$ cat src/rtl/cbx_cfg_pkg.sv
// Shared types, default geometry and local-field encoding for the
// connection-block memory-bank configuration loader.
package cbx_cfg_pkg;

  localparam int DEF_NUM_WIDE    = 9;
  localparam int DEF_BITS_WIDE   = 6;
  localparam int DEF_NUM_NARROW  = 2;
  localparam int DEF_BITS_NARROW = 2;
  localparam int DEF_TGT_AW      = 4;
  localparam int DEF_LOC_AW      = 3;

  localparam int NUM_TGT    = DEF_NUM_WIDE + DEF_NUM_NARROW;
  localparam int TOTAL_BITS = DEF_NUM_WIDE * DEF_BITS_WIDE + DEF_NUM_NARROW * DEF_BITS_NARROW;

  typedef enum logic [2:0] {
    IDLE,
    WAIT_BIT,
    SETUP,
    STROBE,
    DONE
  } state_e;

  // Wide targets use the binary local index; narrow targets place their single
  // select bit in the MSB of the local field and leave the rest zero.
  function automatic logic [7:0] encode_local(input logic narrow, input logic [7:0] idx,
                                              input int loc_aw);
    logic [7:0] r;
    if (narrow) begin
      r = '0;
      r[loc_aw-1] = idx[0];
    end else begin
      r = idx;
    end
    return r;
  endfunction

endpackage

$ cat src/rtl/cbx_cfg_addr_seq.sv
// Target/local counters that walk every configuration bit of the connection
// block in load order and present the decoder address for the current bit.
module cbx_cfg_addr_seq
  import cbx_cfg_pkg::*;
#(
  parameter int NUM_WIDE    = DEF_NUM_WIDE,
  parameter int BITS_WIDE   = DEF_BITS_WIDE,
  parameter int NUM_NARROW  = DEF_NUM_NARROW,
  parameter int BITS_NARROW = DEF_BITS_NARROW,
  parameter int TGT_AW      = DEF_TGT_AW,
  parameter int LOC_AW      = DEF_LOC_AW
) (
  input  logic                       prog_clk,
  input  logic                       prog_reset,
  input  logic                       clear,
  input  logic                       advance,
  output logic [0:TGT_AW+LOC_AW-1]   address,
  output logic                       last
);

  localparam int N_TGT = NUM_WIDE + NUM_NARROW;

  logic [TGT_AW-1:0] tgt_q, tgt_d;
  logic [LOC_AW-1:0] loc_q, loc_d;
  logic              narrow;
  logic              loc_end;
  logic [LOC_AW-1:0] loc_field;

  always_comb begin
    narrow    = (tgt_q >= TGT_AW'(NUM_WIDE));
    loc_end   = narrow ? (loc_q == LOC_AW'(BITS_NARROW - 1))
                       : (loc_q == LOC_AW'(BITS_WIDE - 1));
    last      = (tgt_q == TGT_AW'(N_TGT - 1)) && loc_end;
    loc_field = LOC_AW'(encode_local(narrow, 8'(loc_q), LOC_AW));
    // Leftmost concat bit lands on address[0], so both fields come out MSB-first.
    address   = {loc_field, tgt_q};

    tgt_d = tgt_q;
    loc_d = loc_q;
    if (clear) begin
      tgt_d = '0;
      loc_d = '0;
    end else if (advance && !last) begin
      if (loc_end) begin
        loc_d = '0;
        tgt_d = tgt_q + 1'b1;
      end else begin
        loc_d = loc_q + 1'b1;
      end
    end
  end

  always_ff @(posedge prog_clk) begin
    if (prog_reset) begin
      tgt_q <= '0;
      loc_q <= '0;
    end else begin
      tgt_q <= tgt_d;
      loc_q <= loc_d;
    end
  end

endmodule

$ cat src/rtl/cbx_cfg_loader.sv
// Memory-bank configuration loader: takes a serial bitstream over valid/ready
// and writes each bit into the connection block with a setup-then-strobe cycle.
module cbx_cfg_loader
  import cbx_cfg_pkg::*;
#(
  parameter int NUM_WIDE    = DEF_NUM_WIDE,
  parameter int BITS_WIDE   = DEF_BITS_WIDE,
  parameter int NUM_NARROW  = DEF_NUM_NARROW,
  parameter int BITS_NARROW = DEF_BITS_NARROW,
  parameter int TGT_AW      = DEF_TGT_AW,
  parameter int LOC_AW      = DEF_LOC_AW
) (
  input  logic                      prog_clk,
  input  logic                      prog_reset,
  input  logic                      start,
  input  logic                      bs_valid,
  input  logic                      bs_data,
  output logic                      bs_ready,
  output logic [0:0]                enable,
  output logic [0:TGT_AW+LOC_AW-1]  address,
  output logic [0:0]                data_in,
  output logic                      busy,
  output logic                      done,
  output logic [5:0]                bit_count
);

  localparam int AW     = TGT_AW + LOC_AW;
  localparam int N_BITS = NUM_WIDE * BITS_WIDE + NUM_NARROW * BITS_NARROW;

  state_e          state_q, state_d;
  logic [0:AW-1]   address_q, address_d;
  logic [0:0]      data_in_q, data_in_d;
  logic [5:0]      bit_count_q, bit_count_d;
  logic [0:AW-1]   seq_address;
  logic            seq_last;
  logic            seq_clear;
  logic            seq_advance;

  cbx_cfg_addr_seq #(
    .NUM_WIDE    (NUM_WIDE),
    .BITS_WIDE   (BITS_WIDE),
    .NUM_NARROW  (NUM_NARROW),
    .BITS_NARROW (BITS_NARROW),
    .TGT_AW      (TGT_AW),
    .LOC_AW      (LOC_AW)
  ) u_addr_seq (
    .prog_clk   (prog_clk),
    .prog_reset (prog_reset),
    .clear      (seq_clear),
    .advance    (seq_advance),
    .address    (seq_address),
    .last       (seq_last)
  );

  always_comb begin
    state_d     = state_q;
    address_d   = address_q;
    data_in_d   = data_in_q;
    bit_count_d = bit_count_q;
    seq_clear   = 1'b0;
    seq_advance = 1'b0;
    bs_ready    = 1'b0;
    busy        = 1'b0;
    enable      = 1'b0;
    done        = 1'b0;

    case (state_q)
      IDLE: begin
        if (start) begin
          seq_clear   = 1'b1;
          bit_count_d = '0;
          state_d     = WAIT_BIT;
        end
      end
      WAIT_BIT: begin
        bs_ready = 1'b1;
        busy     = 1'b1;
        if (bs_valid) begin
          data_in_d = bs_data;
          address_d = seq_address;
          state_d   = SETUP;
        end
      end
      SETUP: begin
        busy    = 1'b1;
        state_d = STROBE;
      end
      STROBE: begin
        // Counters advance only after the strobe so address_q stays put for it.
        busy   = 1'b1;
        enable = 1'b1;
        if (bit_count_q < 6'(N_BITS)) bit_count_d = bit_count_q + 6'd1;
        if (seq_last) begin
          state_d = DONE;
        end else begin
          seq_advance = 1'b1;
          state_d     = WAIT_BIT;
        end
      end
      DONE: begin
        done    = 1'b1;
        state_d = IDLE;
      end
      default: state_d = IDLE;
    endcase
  end

  always_ff @(posedge prog_clk) begin
    if (prog_reset) begin
      state_q     <= IDLE;
      address_q   <= '0;
      data_in_q   <= '0;
      bit_count_q <= '0;
    end else begin
      state_q     <= state_d;
      address_q   <= address_d;
      data_in_q   <= data_in_d;
      bit_count_q <= bit_count_d;
    end
  end

  assign address   = address_q;
  assign data_in   = data_in_q;
  assign bit_count = bit_count_q;

endmodule

$ cat config.mk
export PLATFORM = sky130hd
export DESIGN_NAME = cbx_cfg_loader
export DESIGN_NICKNAME = d
export VERILOG_FILES = /design/src/rtl/cbx_cfg_pkg.sv /design/src/rtl/cbx_cfg_addr_seq.sv /design/src/rtl/cbx_cfg_loader.sv
export SDC_FILE = /design/constraint.sdc
export NUM_CORES = 1
export LEC_CHECK = 0
export ABC_AREA = 0
export BUFFER_PORTS_ARGS = -buffer_cell sky130_fd_sc_hd__buf_4
export CAP_MARGIN = 25
export CORE_MARGIN = 2
export CORE_UTILIZATION = 40
export CTS_BUF_LIST = sky130_fd_sc_hd__clkbuf_8
export CTS_CLUSTER_SIZE = 24
export DETAILED_ROUTE_END_ITERATION = 16
export GPL_ROUTABILITY_DRIVEN = 0
export HOLD_SLACK_MARGIN = 0.12
export SLEW_MARGIN = 20
export SYNTH_ARGS = -nofsm -noshare
export SYNTH_HDL_FRONTEND = slang
export SYNTH_SLANG_ARGS = --single-unit
export TNS_END_PERCENT = 10
$ cat constraint.sdc
create_clock -name prog_clk -period 4.9 [get_ports prog_clk]
set_input_delay 0.49 -clock prog_clk [delete_from_list [all_inputs] [get_ports prog_clk]]
set_output_delay 0.49 -clock prog_clk [all_outputs]
set_load 0.01 [all_outputs]
; ---- Word-level counts from Yosys, hierarchy flattened
; Index checks and enable logic that the tools add are counted.
[classes]
add_sub_neg = 3
n_lt_le_gt_ge = 2
n_eq_ne = 10
muxes = 18
reduce_logical = 11
[op_table]
columns = op, count
row1 = 2-to-1 mux 3 bit, 5
row2 = 2-to-1 mux 6 bit, 2
row3 = case mux 3 bit (4 select lines), 1
row4 = case mux 6 bit (2 select lines), 1
row5 = 2-to-1 mux 1 bit, 9
row6 = adder 6 x 1 -> 6 bit (second input constant), 1
row7 = equality test 3 x 1 -> 1 bit (second input constant), 2
row8 = equality test 3 x 2 -> 1 bit (second input constant), 2
row9 = equality test 3 bit (second input constant), 2
row10 = less-than comparator 6 bit (second input constant), 1
row11 = != test 2 bit (second input constant), 3
row12 = AND reduction 2 bit, 3
row13 = adder 4 x 1 -> 4 bit (second input constant), 1
row14 = equality test 4 bit (second input constant), 1
row15 = >= comparator 4 bit (second input constant), 1
row16 = adder 3 x 1 -> 3 bit (second input constant), 1
row17 = logical NOT 3 bit, 1
row18 = AND reduction 3 bit, 1
row19 = OR reduction 3 bit, 1
row20 = logical AND 1 bit, 2
row21 = nonzero test 2 bit, 1
row22 = OR reduction 2 bit, 1
row23 = logical NOT 1 bit, 1
[totals]
reg_bits = 24
out_inout_bits = 18
elab_cells = 50

; ---- Logic depth before layout (Yosys ltp)
; Gate-level depths: netlist of run 1.
[depth]
word_depth = 7
depth_mapped = 6
mapped_depth_nobuf = 6

; ---- By module
; Synthesis of run 1 repeated with hierarchy kept, for this count alone.
[hier_totals]
cells_unflattened = 145
hier_area_um2 = 1317.5
[by_module_without_submodules]
columns = module, n_inst, cells_each, area_each_um2, seq_area_each_um2
row1 = cbx_cfg_loader, 1, 87, 830.8, 340.3
row2 = cbx_cfg_addr_seq, 1, 58, 486.7, 140.1

; ---- Worst setup path after synthesis of run 1
; OpenSTA, ideal clock, no wires.
[synth_timing]
path_kind = register to register
startpoint = reg u_addr_seq.tgt_q[1]
endpoint = reg u_addr_seq.loc_q[1]
t_arrival_ns = 1.802
t_required_ns = 4.834
setup_slack_ns = 3.032
stages_incl_launch_ff = 7
path_buffers = 0
synth_period_minus_slack_ns = 1.868
path_cell_list = dfxtp_1 -> inv_1 -> ha_1 -> or3b_4 -> a211o_1 -> or3_1 -> a21oi_2
[synth_between]
elab_chain_len = 6
elab_cells_between_ends = 9
cone_classes = order compare: 1 / eq/ne: 1 / mux: 4 / reduce/logical: 3
[synth_rtl]
columns = item, line_no
row1 = from (decl), cbx_cfg_addr_seq.sv:23  ; logic [TGT_AW-1:0] tgt_q, tgt_d;
row2 = from (signal assigned), cbx_cfg_addr_seq.sv:58  ; tgt_q <= tgt_d;
row3 = >= comparator 4 bit, cbx_cfg_addr_seq.sv:30  ; narrow = (tgt_q >= TGT_AW'(NUM_WIDE));
row4 = 2-to-1 mux 1 bit, cbx_cfg_addr_seq.sv:31  ; loc_end = narrow ? (loc_q == LOC_AW'(BITS_NARROW - 1))
row5 = logical AND 1 bit, cbx_cfg_addr_seq.sv:33  ; last = (tgt_q == TGT_AW'(N_TGT - 1)) && loc_end;
row6 = 2-to-1 mux 1 bit, cbx_cfg_loader.sv:93  ; if (seq_last) begin
row7 = 2-to-1 mux 1 bit, cbx_cfg_loader.sv:67  ; case (state_q)
row8 = logical AND 1 bit, cbx_cfg_addr_seq.sv:43  ; end else if (advance && !last) begin
row9 = to (signal assigned), cbx_cfg_addr_seq.sv:59  ; loc_q <= loc_d;
row10 = to (decl), cbx_cfg_addr_seq.sv:24  ; logic [LOC_AW-1:0] loc_q, loc_d;
; Several ways; a longest one is shown, not always the timed one.
; A chain may end at the register's enable or synchronous reset.

; ---- Worst setup path in the final report of run 1
; Ends and elaborated chain as after synthesis.

==> results of run 1 <==
-- path summary, 6_finish.rpt --
kind	end	cells past startpoint	slack, ps	startpoint
max	u_addr_seq.loc_q[1]$_SDFFE_PP0P_	6	2890	u_addr_seq.tgt_q[1]$_SDFFE_PP0P_
min	address[3]$_SDFFE_PP0P_	2	460	address[3]$_SDFFE_PP0P_
max reg2reg	u_addr_seq.loc_q[1]$_SDFFE_PP0P_	6	2890	u_addr_seq.tgt_q[1]$_SDFFE_PP0P_
min reg2reg	address[3]$_SDFFE_PP0P_	2	460	address[3]$_SDFFE_PP0P_
-- area by class of cell --
| class | instances | area share [%] |
|---|---|---|
| Multi-Input combinational cell | 107 | 46.61 |
| Sequential cell | 24 | 33.83 |
| Timing Repair Buffer | 22 | 11.63 |
| Clock buffer | 4 | 3.877 |
| Tap cell | 31 | 2.731 |
| Inverter | 5 | 1.322 |
-- routing by layer --
layer	wire length, um	share of wire, %	track usage, %	vias up
met5	0	0	0	-
met3	92	3.8	2.679	5
met2	1118	46	26.97	24
met1	1193	49	20.19	454
met4	29	1.2	3.987	0
li1	-	-	-	536
-- where the power goes --
group | internal (W) | switching (W) | total (W) | leakage (nW)
Combinational | 0.0000128 | 0.0000166 | 0.0000294 | 0.380
Clock | 0.0000718 | 0.0000654 | 0.000137 | 0.0288
Sequential | 0.000198 | 0.00000349 | 0.000201 | 0.194
Total | 0.000282 | 0.0000854 | 0.000368 | 0.602
-- cell usage in the layout (no fill, tap or decap), types with 2 or more instances in the layout --
cell type,count
nand2_1,24
dfxtp_1,24
buf_4,22
nor2_1,10
a21oi_1,9
nand3_1,9
ha_1,5
inv_1,4
nor2b_1,4
a211oi_1,4
clkbuf_8,4
nand3b_1,3
nor3_1,3
mux2i_1,3
nor3b_1,2
and2_1,2
or3_1,2
a311oi_1,2
and3_1,2
o21ai_0,2
a211o_2,2
nand4_1,2
xor2_1,2
-- per-stage QoR --
| step | cells | setup WS [ps] |
|---|---|---|
| floorplan | 140 | 3032 |
| global placement | 189 | 2974 |
| detailed placement | 189 | 2918 |
| CTS | 193 | 2887 |
| global route | 193 | 2796 |
| finish | 193 | 2887 |
-- registers in the layout, summed over array words and instances, names as in the netlist --
register,count
address,7
bit_count,6
data_in,1
state_q,3
u_addr_seq.loc_q,3
u_addr_seq.tgt_q,4
-- cells by family after synthesis --
kind of cell	after synthesis	synth area share, %
and+or+nand+nor	72	32.06
AOI/OAI and AO/OA	24	14.01
DFF	24	40.76
buffers and inverters	9	3.078
adders and majority gates	5	5.308
xor gates and xnor gates	3	2.230
muxes	3	2.548
-- critical path: cells and delay by family (launching register included) --
family / cells / cell delay (ps)
compound gates: 2 / 460
fa+ha+maj: 1 / 210
simple gates: 2 / 780
buf+inv: 1 / 100
flops: 1 / 410
==> impl_results.md, run 1 <==
* # hold bufs at CTS at 0
* Synth area leaders: dfxtp_1 (41%), nand2_1 (7.6%), ha_1 (5.3%), a21oi_1 (3.8%), nand3_1 (3.8%)
* Peak VDD IR at 0.1339 mV
* Syn avg cell area at 8.419 um^2
* Sequential-to-total area share from yosys stat at 40.76%
* Nets at 173
* Fin. Hold Viols at 0
* #FFs+latches synth at 24
* Number of buffers created by CTS at 3
* Worst Skew at 1.725 ps
* Final core occ at 51.06%
* H-tree Lvls at 1
* Die Wd at 58.28 um
* Storage cell area at 480.5 um^2
* Pin count of the biggest net entering global routing at 18
* Yosys warnings at 0
* Asr flop ratio synth at 0%
* Slowest-stage cell, CP: dfxtp_1
* Initial antenna violation count at 0
* WL/cell at 12.61 um
* Worst-Margin Slew at 731.9 ps
* Post_cts resized at 0
* Max Cap Violations at 0
* Total Power at 0.0003676 W
* Rows at 19
* CP Data Required Time at 5110 ps
* Clk Latency, worst-skew pair at 270 ps
* CTS tree: built
* Post-synth EDFFs at 0
* Vias per std cell at 5.280
* Setup_tns at 0 ps
* Yosys top cell by area: dfxtp_1
* CP Cell Sequence: inv_1 > ha_1 > or3b_4 > a211o_1 > or3_1 > a21oi_2
* Chip height at 58.28 um
* GRT overflow at 0
* Tmin final at 2013 ps
* Hpwl dp at 1781 um
* Ports at 23
* Initial DRC Count at 16
* Leakage at 0.6022 nW
* Synth Net Count at 150
* Area Growth Syn to Fin at 20.49%
* Post-route clock period utilization at 41.09%
* Yosys top cell area share at 40.76%
* WL final at 2433 um
* Multi-input logic area at 661.9 um^2
* Port Buffers at 22
* Slew HR at 50.52%
* First-pass GRT wire length at 4195 um
* First-pass detailed-route iteration total at 4
* PwrDens at 258.8 nW/um^2
* Drt drc at 0
* Initial core utilization at 42.38%
* Root buf cell: clkbuf_8
* Hold Crit Class: reg2reg
* CP Max Fanout at 7
* CTS sink cnt at 24
* Vias at 1019
* Slew Viols, Final at 0
* Setup crit start kind: register
* Synthesized area at 1179 um^2
* Fillers at 275
* WP data arrival at 2220 ps
* Die outline area at 3397 um^2
* Fin Hold WS at 458.7 ps
* RSZ-0062 raised after global routing: no
* Antenna cells at 0
* # setup viols final at 0
* Top_reg_cell synth: dfxtp_1
* Cell count after synthesis at 140
* Synth cell count leaders: dfxtp_1 (24), nand2_1 (24), nor2_1 (10)
* CTS Buffer Depth at 2
* Placed Instance Area at 1365 um^2
* Setup Buffers After CTS at 0
* Layout cells sized above 1 at 22.22%
* Clock-pin slew on the worst setup and hold paths at 90 ps
* Fmax at 496.7 MHz
* Total track usage at 15.67%
* CP max stage delay at 410 ps
* Antenna-violating nets left at 0
* Number of global-route vias before repair at 957
* Status: complete, no violations
* Setup CP Type: reg2reg
* Core Footprint at 2781 um^2
* Design area at 1420 um^2
* Number of library cell types mapped by synthesis at 39
* Crit. End Element: register
Note: power is estimated with default switching activity, not from simulation.
==> inputs of run 2 (changes only) <==
==> constraint.sdc (replaced) <==
create_clock -name prog_clk -period 1.8 [get_ports prog_clk]
set_input_delay 0.18 -clock prog_clk [delete_from_list [all_inputs] [get_ports prog_clk]]
set_output_delay 0.18 -clock prog_clk [all_outputs]
set_load 0.01 [all_outputs]
==> run 2 against run 1 <==
- the flow now finishes with violations (negative setup slack)
- hold slack lost 300 ps
- routed wire length rose by 12%
- critical path type unchanged
- total power rose to 2.7 times the previous value
- die area stayed put
==> impl_results.md, run 2 (synthesis results as in run 1) <==
* Status: finished with violations (was complete, no violations)
* Failing checks: negative setup slack
* Setup crit start kind: register (unchanged)
* Antenna cells at 0 (unchanged)
* Vias at 1099 (was 1019)
* WL final at 2713 um (was 2433 um)
* Fin. Hold Viols at 0 (unchanged)
* Fmax at 552.6 MHz (was 496.7 MHz)
* Root buf cell: clkbuf_8 (unchanged)
* Hpwl dp at 1885 um (was 1781 um)
* Tmin final at 1809 ps (was 2013 ps)
* Worst-Margin Slew at 369.9 ps (was 731.9 ps)
* Ports at 23 (unchanged)
* Area Growth Syn to Fin at 31.10% (was 20.49%)
* Drt drc at 0 (unchanged)
* CTS tree: built (unchanged)
* Clock-pin slew on the worst setup and hold paths at 80 ps (was 90 ps)
* Worst Skew at 1.934 ps (was 1.725 ps)
* Max Cap Violations at 0 (unchanged)
* Port Buffers at 22 (unchanged)
* Number of global-route vias before repair at 1032 (was 957)
* Most frequent cells in the layout: buf_4 (34), nand2_1 (24), dfxtp_1 (22) (was nand2_1 (24), dfxtp_1 (24), buf_4 (22))
* Most common cell after layout, fill and taps aside: buf_4
* WP data arrival at 2020 ps (was 2220 ps)
* Multi-input logic area at 686.9 um^2 (was 661.9 um^2)
* First-pass detailed-route iteration total at 4 (unchanged)
* Peak VDD IR at 0.5289 mV (was 0.1339 mV)
* Final setup margin at -9.468 ps (was 2887 ps)
* Hold Crit Class: in2reg (was reg2reg)
* Die Wd at 58.28 um (unchanged)
* Die outline area at 3397 um^2 (unchanged)
* Crit. End Element: register (unchanged)
* Fin Hold WS at 156.6 ps (was 458.7 ps)
* Antenna-violating nets left at 0 (unchanged)
* NetSw at 0.0002295 W (was 0.00008544 W)
* Initial DRC Count at 41 (was 16)
* Post-route clock period utilization at 100.5% (was 41.09%)
* Vias per std cell at 5.361 (was 5.280)
* Initial core utilization at 42.38% (unchanged)
* Clock group share of total power at 37.1% (was 37.3%)
* Nets at 185 (was 173)
* Setup CP Type: reg2reg (unchanged)
* Final cell count without fillers at 205 (was 193)
* CTS Buffer Depth at 2 (unchanged)
* Number of buffers created by CTS at 3 (unchanged)
* WL/cell at 13.23 um (was 12.61 um)
* Leakage at 0.6690 nW (was 0.6022 nW)
* Layout cells sized above 1 at 31.03% (was 22.22%)
* Chip height at 58.28 um (unchanged)
* First-pass GRT wire length at 4629 um (was 4195 um)
* Slew Viols, Final at 0 (unchanged)
* CP Data Required Time at 2010 ps (was 5110 ps)
* Int Pwr at 0.0007692 W (was 0.0002821 W)
* RSZ-0062 raised after global routing: yes (was no)
* Total track usage at 17.71% (was 15.67%)
* # setup viols final at 1 (was 0)
* H-tree Lvls at 1 (unchanged)
* PwrDens at 646.3 nW/um^2 (was 258.8 nW/um^2)
* Core Footprint at 2781 um^2 (unchanged)
* Sw frac at 22.98% (was 23.25%)
* Storage cell area at 485.5 um^2 (was 480.5 um^2)
* Combinational power share at 8.3% (was 8.0%)
* Slew HR at 75.25% (was 50.52%)
* Max FFs per register at 7 (unchanged)
* Pin count of the biggest net entering global routing at 18 (unchanged)
* CTS sink cnt at 24 (unchanged)
* Post-Place Cells at 195 (was 189)
* Clk Latency, worst-skew pair at 270 ps (about the same)
* GRT overflow at 0 (unchanged)
* Rows at 19 (unchanged)
* Flop pwr share at 54.6% (was 54.7%)
* Fillers at 270 (was 275)
* Initial antenna violation count at 0 (unchanged)
* CP Max Fanout at 4 (was 7)
## run 2: timing repair
item / CTS / global route
endpoints found under the setup margin: 3 / 4
setup buffers: 2 / 4
resized for setup: 6 / 0
endpoints found under the hold margin: 0 / 0
hold buffers: 0 / 0
pin swaps: 2 / 4
## run 2: layout make-up
| cell class | instances | area share (%) |
|---|---|---|
| tap | 31 | 2.510 |
| timing repair buffer | 34 | 16.52 |
| inverter | 5 | 1.538 |
| clock buffer | 4 | 3.563 |
| multi-input combinational | 107 | 44.45 |
| sequential | 24 | 31.42 |
## run 2: path summary, 6_finish.rpt
path / start / end / slack [ps] / depth (start not counted)
setup / recovery: u_addr_seq.tgt_q[1]$_SDFFE_PP0P_ / u_addr_seq.tgt_q[1]$_SDFFE_PP0P_ / -9 / 7
hold / removal: bs_data / data_in$_SDFFE_PP0P_ / 160 / 3
setup reg to reg: u_addr_seq.tgt_q[1]$_SDFFE_PP0P_ / u_addr_seq.tgt_q[1]$_SDFFE_PP0P_ / -9 / 7
hold reg to reg: address[5]$_SDFFE_PP0P_ / address[5]$_SDFFE_PP0P_ / 460 / 2
## run 2: metrics by stage
stage / cell area (um^2) / worst slack, ps / util, % / power, W / setup TNS, ps
finish: 1545 / -9.468 / 55.56 / 0.0009987 / -9.468
global route: 1545 / -66.49 / 55.56 / 0.001041 / -178.4
CTS: 1515 / -6.441 / 54.48 / 0.001013 / -6.441
detailed placement: 1415 / 1.421 / 50.88 / 0.0006432 / 0
global placement: 1415 / 46.80 / 50.88 / 0.0006417 / 0
floorplan: 1184 / 14.69 / - / 0.0006100 / 0
## run 2: layer usage
layer / wire (um) / GRT usage (%) / up-vias
met5: 0 / 0 / -
met4: 46 / 7.973 / 0
met3: 140 / 2.902 / 5
met2: 1356 / 31.62 / 31
met1: 1170 / 20.47 / 505
li1: - / - / 558
## run 2: power by group through the flow
stage               logic [W]  registers [W]  clock network, W
floorplan           0.0000508       0.000559                 0
global placement    0.0000828       0.000559                 0
detailed placement  0.0000839       0.000559                 0
CTS                 0.0000842       0.000545          0.000383
global route        0.0000928       0.000548          0.000400
finish              0.0000827       0.000545          0.000371
## run 2: critical path, stage by stage (launching register included)
cell and delay, ps:
dfxtp_2 340, inv_4 80, ha_4 140, or3b_4 370
a211o_1 350, buf_4 140, a211o_2 280, nand2_1 50
